### src/rtl/i_term_accum.sv
// rtl/i_term_accum.sv - PID integral-term accumulator with settle window, decimation, leak and overflow handling
module i_term_accum #(
  parameter int ERR_W   = 11,
  parameter int ACC_W   = 16,
  parameter int OUT_W   = 10,
  parameter int SHIFT   = 6,
  parameter int DECIM   = 1,
  parameter int SETTLE  = 2,
  parameter int LEAK_SH = 0
) (
  input  logic             clk,
  input  logic             rst,
  input  logic [ERR_W-1:0] err_sat,
  input  logic             err_vld,
  input  logic             go,
  input  logic             moving,
  input  logic             line_present,
  input  logic             sat_mode,
  input  logic             freeze,
  output logic [OUT_W-1:0] I_term,
  output logic             sat_flag,
  output logic             integ_active
);

  typedef enum logic [1:0] {ST_IDLE = 2'd0, ST_SETTLE = 2'd1, ST_INTEG = 2'd2} state_t;

  localparam logic [7:0] SET_LAST = 8'(SETTLE - 1);
  localparam logic [7:0] DEC_LAST = 8'(DECIM - 1);

  state_t                   state_q, state_d;
  logic signed [ACC_W-1:0]  acc_q, acc_d;
  logic [7:0]               set_cnt_q, set_cnt_d;
  logic [7:0]               dec_cnt_q, dec_cnt_d;
  logic                     sat_q, sat_d;
  logic                     line_q, line_d;

  logic                     line_edge;
  logic                     clear;
  logic signed [ACC_W-1:0]  acc_l;
  logic signed [ACC_W:0]    sum;
  logic                     ovf;
  logic signed [ACC_W-1:0]  clamp_val;

  always_ff @(posedge clk or posedge rst) begin
    if (rst) begin
      state_q   <= ST_IDLE;
      acc_q     <= '0;
      set_cnt_q <= '0;
      dec_cnt_q <= '0;
      sat_q     <= 1'b0;
      line_q    <= 1'b0;
    end else begin
      state_q   <= state_d;
      acc_q     <= acc_d;
      set_cnt_q <= set_cnt_d;
      dec_cnt_q <= dec_cnt_d;
      sat_q     <= sat_d;
      line_q    <= line_d;
    end
  end

  assign line_d    = line_present;
  assign line_edge = line_present & ~line_q;
  assign clear     = ~go | ~moving | line_edge;

  always_comb begin
    state_d = state_q;
    if (!go || !moving) begin
      state_d = ST_IDLE;
    end else if (line_edge) begin
      state_d = ST_SETTLE;
    end else if (!freeze) begin
      case (state_q)
        ST_IDLE:   state_d = (SETTLE == 0) ? ST_INTEG : ST_SETTLE;
        ST_SETTLE: begin
          // An empty settle window (entered via line edge) passes straight through.
          if (SETTLE == 0 || (err_vld && set_cnt_q == SET_LAST)) state_d = ST_INTEG;
        end
        ST_INTEG:  state_d = ST_INTEG;
        default:   state_d = ST_IDLE;
      endcase
    end
  end

  // Leak is applied only on accumulate cycles, before the add.
  always_comb begin
    acc_l     = (LEAK_SH == 0) ? acc_q : acc_q - (acc_q >>> LEAK_SH);
    sum       = {{(ACC_W + 1 - ERR_W){err_sat[ERR_W-1]}}, err_sat} + {acc_l[ACC_W-1], acc_l};
    ovf       = sum[ACC_W] ^ sum[ACC_W-1];
    clamp_val = sum[ACC_W] ? {1'b1, {(ACC_W-1){1'b0}}} : {1'b0, {(ACC_W-1){1'b1}}};
  end

  always_comb begin
    acc_d     = acc_q;
    set_cnt_d = set_cnt_q;
    dec_cnt_d = dec_cnt_q;
    sat_d     = sat_q;
    if (clear) begin
      acc_d     = '0;
      set_cnt_d = '0;
      dec_cnt_d = '0;
      sat_d     = 1'b0;
    end else if (!freeze) begin
      case (state_q)
        ST_SETTLE: begin
          if (err_vld && SETTLE != 0)
            set_cnt_d = (set_cnt_q == SET_LAST) ? 8'd0 : set_cnt_q + 8'd1;
        end
        ST_INTEG: begin
          if (err_vld) begin
            if (dec_cnt_q == DEC_LAST) begin
              dec_cnt_d = '0;
              if (ovf) begin
                sat_d = 1'b1;
                acc_d = sat_mode ? clamp_val : acc_l;
              end else begin
                sat_d = 1'b0;
                acc_d = sum[ACC_W-1:0];
              end
            end else begin
              dec_cnt_d = dec_cnt_q + 8'd1;
            end
          end
        end
        default: ;
      endcase
    end
  end

  always_comb begin
    I_term       = acc_q[SHIFT+OUT_W-1:SHIFT];
    sat_flag     = sat_q;
    integ_active = (state_q == ST_INTEG);
  end

endmodule

### config.mk
export PLATFORM = sky130hd
export DESIGN_NAME = i_term_accum
export DESIGN_NICKNAME = d
export VERILOG_FILES = /design/src/rtl/i_term_accum.sv
export SDC_FILE = /design/constraint.sdc
export NUM_CORES = 1
export LEC_CHECK = 0
export BUFFER_PORTS_ARGS = -buffer_cell sky130_fd_sc_hd__buf_4
export CORE_ASPECT_RATIO = 1.25
export CORE_MARGIN = 3
export CORE_UTILIZATION = 55
export CTS_CLUSTER_DIAMETER = 100
export CTS_CLUSTER_SIZE = 40
export DETAILED_ROUTE_END_ITERATION = 7
export GPL_TIMING_DRIVEN = 1
export PLACE_DENSITY = 0.82
export RECOVER_POWER = 100
export SYNTH_ARGS = -nofsm -noshare
export SYNTH_HDL_FRONTEND = slang
export SYNTH_SLANG_ARGS = --single-unit
### constraint.sdc
create_clock -name clk -period 4.05 [get_ports clk]
set_clock_uncertainty 0.15 [all_clocks]
set_input_delay 0.405 -clock clk [delete_from_list [all_inputs] [get_ports clk]]
set_output_delay 0.405 -clock clk [all_outputs]
set_load 0.005 [all_outputs]
==> flow_summary.toml <==
[outcome]
outcome = "finished with violations"
failed_checks = "max-capacitance violations, max-slew violations"

[placement]
gp_congestion = 0.809
port_buffers = 30
place_ws_ns = 0.429
dp.cells = 376
dpl.hpwl_um = 4630
dpl_cell_area_mm2 = 0.00301

[cells_and_area]
layout.nets = 366
stdcell_area_mm2 = 0.00304
drive_gt1_share_pct = 16.0
fillCellCount = 443
syn2layout_area_growth_pct = 8.34
finish.utilization_pct = 62.9
diodes = 0
fin_cells = 384

[floorplan]
dieWidth_um = 69.9
die_y_um = 85.8
start_util_pct = 58.0
num_io_pins = 31
dieArea_mm2 = 0.00600
coreArea_mm2 = 0.00483
row_count = 28

[sta]
whs_ns = 0.0982
report.final.hold_viol_count = 0
period_share_pct = 89.8
setup_slack_ns = 0.415
slew_headroom_pct = -26.8
fin_crit_ns = 3.64
setup_tns_ns = 0
worst_slew_pin_slew_ns = 1.90
setup_viol = 0
slew_violations = 37
clock.fmax_mhz = 275
rsz0062_at_grt = "no"

[global_routing]
overflow = 0
grt_max_degree = 37
grtUsageTotal_pct = 21.0
antenna_found_initial = 0
grt_pass1_vias = 2252
grt_pass1_wl_um = 10200

[worst_setup_path]
cp_common_cell = "o21ai_0"
crit_path_end_kind = "flop"
critical_path.cell_chain = "ha_1, fa_1, a211oi_1, o21ai_0, o21ba_1, o31a_1, o21ai_1, o21ai_0, mux2_1"
cp_data_arrival_time_ns = 3.66
crit_type = "flop to flop"
reg2reg_slack_ns = 0.41
path_delay_family = "compound AO/OA/AOI/OAI gates"
required_ns = 4.07
start_kind = "flop"
max_stage_delay_ns = 0.58
worstPathBufferInverterCount = 0
slowest_stage = "o21ai_1"
crit_path_max_fanout = 11

[route]
drt_first_iter_violations = 82
dr_total_vias = 2267
route.antenna.remaining_nets = 0
wl_um = 6020
wl_per_cell_um = 15.7
drt_pre_antenna_iters = 4
avgViaCountPerCell = 5.90
drc = 0

[pwr]
ir_worst_vdd_mv = 0.263
p_leak_nw = 1.44
power.total_mw = 1.35
powerDensity_mw_per_mm2 = 444

[logic_synthesis]
syn_inst = 299
netlist_area_mm2 = 0.00281
synthArstFlopShare_pct = 100
syn_nets = 342
yosys_warnings = 0
synth_seq_cells = 36
synth_seq_area_share_pct = 32.1
syn_avg_cell_area_um2 = 9.38
synth.largest_area_cell = "dfrtp_1"
yosysTopAreaCellShare_pct = 32.1
synth_flop_cell = "dfrtp_1"
synth_edf_count = 0
synth.area.top_cells = "dfrtp_1, ha_1, mux2_4"
synth_cell_types = 54

[cts]
post_cts_buffers = 0
clock_tree.root_cell = "clkbuf_8"
cts_hold_buf = 0
numCtsBuffers = 5
clk_path_buf_depth = 2
path_clk_slew_ns = 0.08
cts_tree = "yes"
clkSinkCount = 36
cts_resized = 0
insertion_delay_ns = 0.29
htree_levels = 2

[worst_hold_path]
min_path_type = "primary input to flop"

[job]
cap_violations = 1
## sequential cells by signal, summed over array words and instances (netlist names)
register / cells
set_cnt_q: 8
sat_flag: 1
dec_cnt_q: 8
acc_l: 16
line_q: 1
state_q: 2
## cells in the final DEF (no fill, tap or decap), drive strengths merged, types with 2 or more instances in the layout
cell type / n
or3: 4
inv: 8
nor2b: 6
nand2: 31
a21oi: 22
nand3: 8
a211oi: 6
a211o: 3
buf: 17
clkinv: 3
nor2: 20
nor3: 9
xnor2: 8
or4b: 2
or2: 2
mux2i: 2
mux2: 11
nor4: 2
nand2b: 2
o211a: 2
o21a: 2
o41ai: 3
ha: 23
o2111ai: 4
o21ai: 31
a21o: 4
xor2: 10
clkbuf: 20
o211ai: 5
and3: 4
a22o: 2
maj3: 2
dfrtp: 36
## layer usage
layer	vias up	share of wire, %	global-route usage [%]
li1	1139	-	-
met1	1081	44	24.7
met2	39	51	38.7
met3	8	3.4	4.10
met4	0	1.4	5.92
met5	-	0	0
## power by group
part,total (mW),internal [mW],switching [mW],leakage [nW]
Combinational,0.646,0.288,0.357,0.902
Sequential,0.451,0.406,0.0456,0.493
Clock,0.252,0.120,0.132,0.0479
## Yosys cell counts, drive strengths merged (2+ instances only)
library cell and n:
o211a 2, o21a 2, nor2 20, or3 4, inv 8, and3 4
o21ai 31, a21oi 22, xnor2 8, or4b 2, or2 2, a211oi 6
a22o 2, dfrtp 36, mux2 11, buf 13, a211o 3, mux2i 2
clkbuf 2, ha 23, nand3 8, a21o 4, maj3 2, nand2b 2
nor2b 6, o41ai 3, nor3 9, nor4 2, o211ai 5, xor2 10
nand2 31, o2111ai 4
## cell type report
type,instances,area (µm²),area share (%)
sequential,36,901,29.6
tap,60,75.1,2.47
clock buffer,5,68.8,2.26
multi-input combinational,240,1710,56.2
clock inverter,3,18.8,0.618
timing repair buffer,32,236,7.78
inverter,8,30.0,0.988
## worst register-to-register path: cells and delay by family (launching register included)
family	cells	cell delay, ns
AO/OA/AOI/OAI	6	1.98
adder cells (fa/ha/maj)	2	0.65
flip-flops	1	0.39
multiplexers	1	0.34
## worst paths after layout
path,start,endpoint,cells past startpoint
setup / recovery,acc_l[0]$_DFFE_PP0P_,acc_l[4]$_DFFE_PP0P_,9
hold / removal,line_present,line_q$_DFF_PP0_,1
setup reg to reg,acc_l[0]$_DFFE_PP0P_,acc_l[4]$_DFFE_PP0P_,9
hold reg to reg,sat_flag$_DFFE_PP0P_,sat_flag$_DFFE_PP0P_,2
max in group asynchronous,rst,acc_l[13]$_DFFE_PP0P_,3
min in group asynchronous,rst,dec_cnt_q[7]$_DFFE_PP0P_,3
## kinds of logic after synthesis
family | after synthesis | share of synthesized area [%]
fa+ha+maj | 26 | 11.7
flops | 36 | 32.1
mux | 13 | 6.47
compound gates | 92 | 23.2
buf+inv | 23 | 5.00
simple gates | 91 | 15.7
xor+xnor | 18 | 5.89
Power figures use the tool's default switching activity.
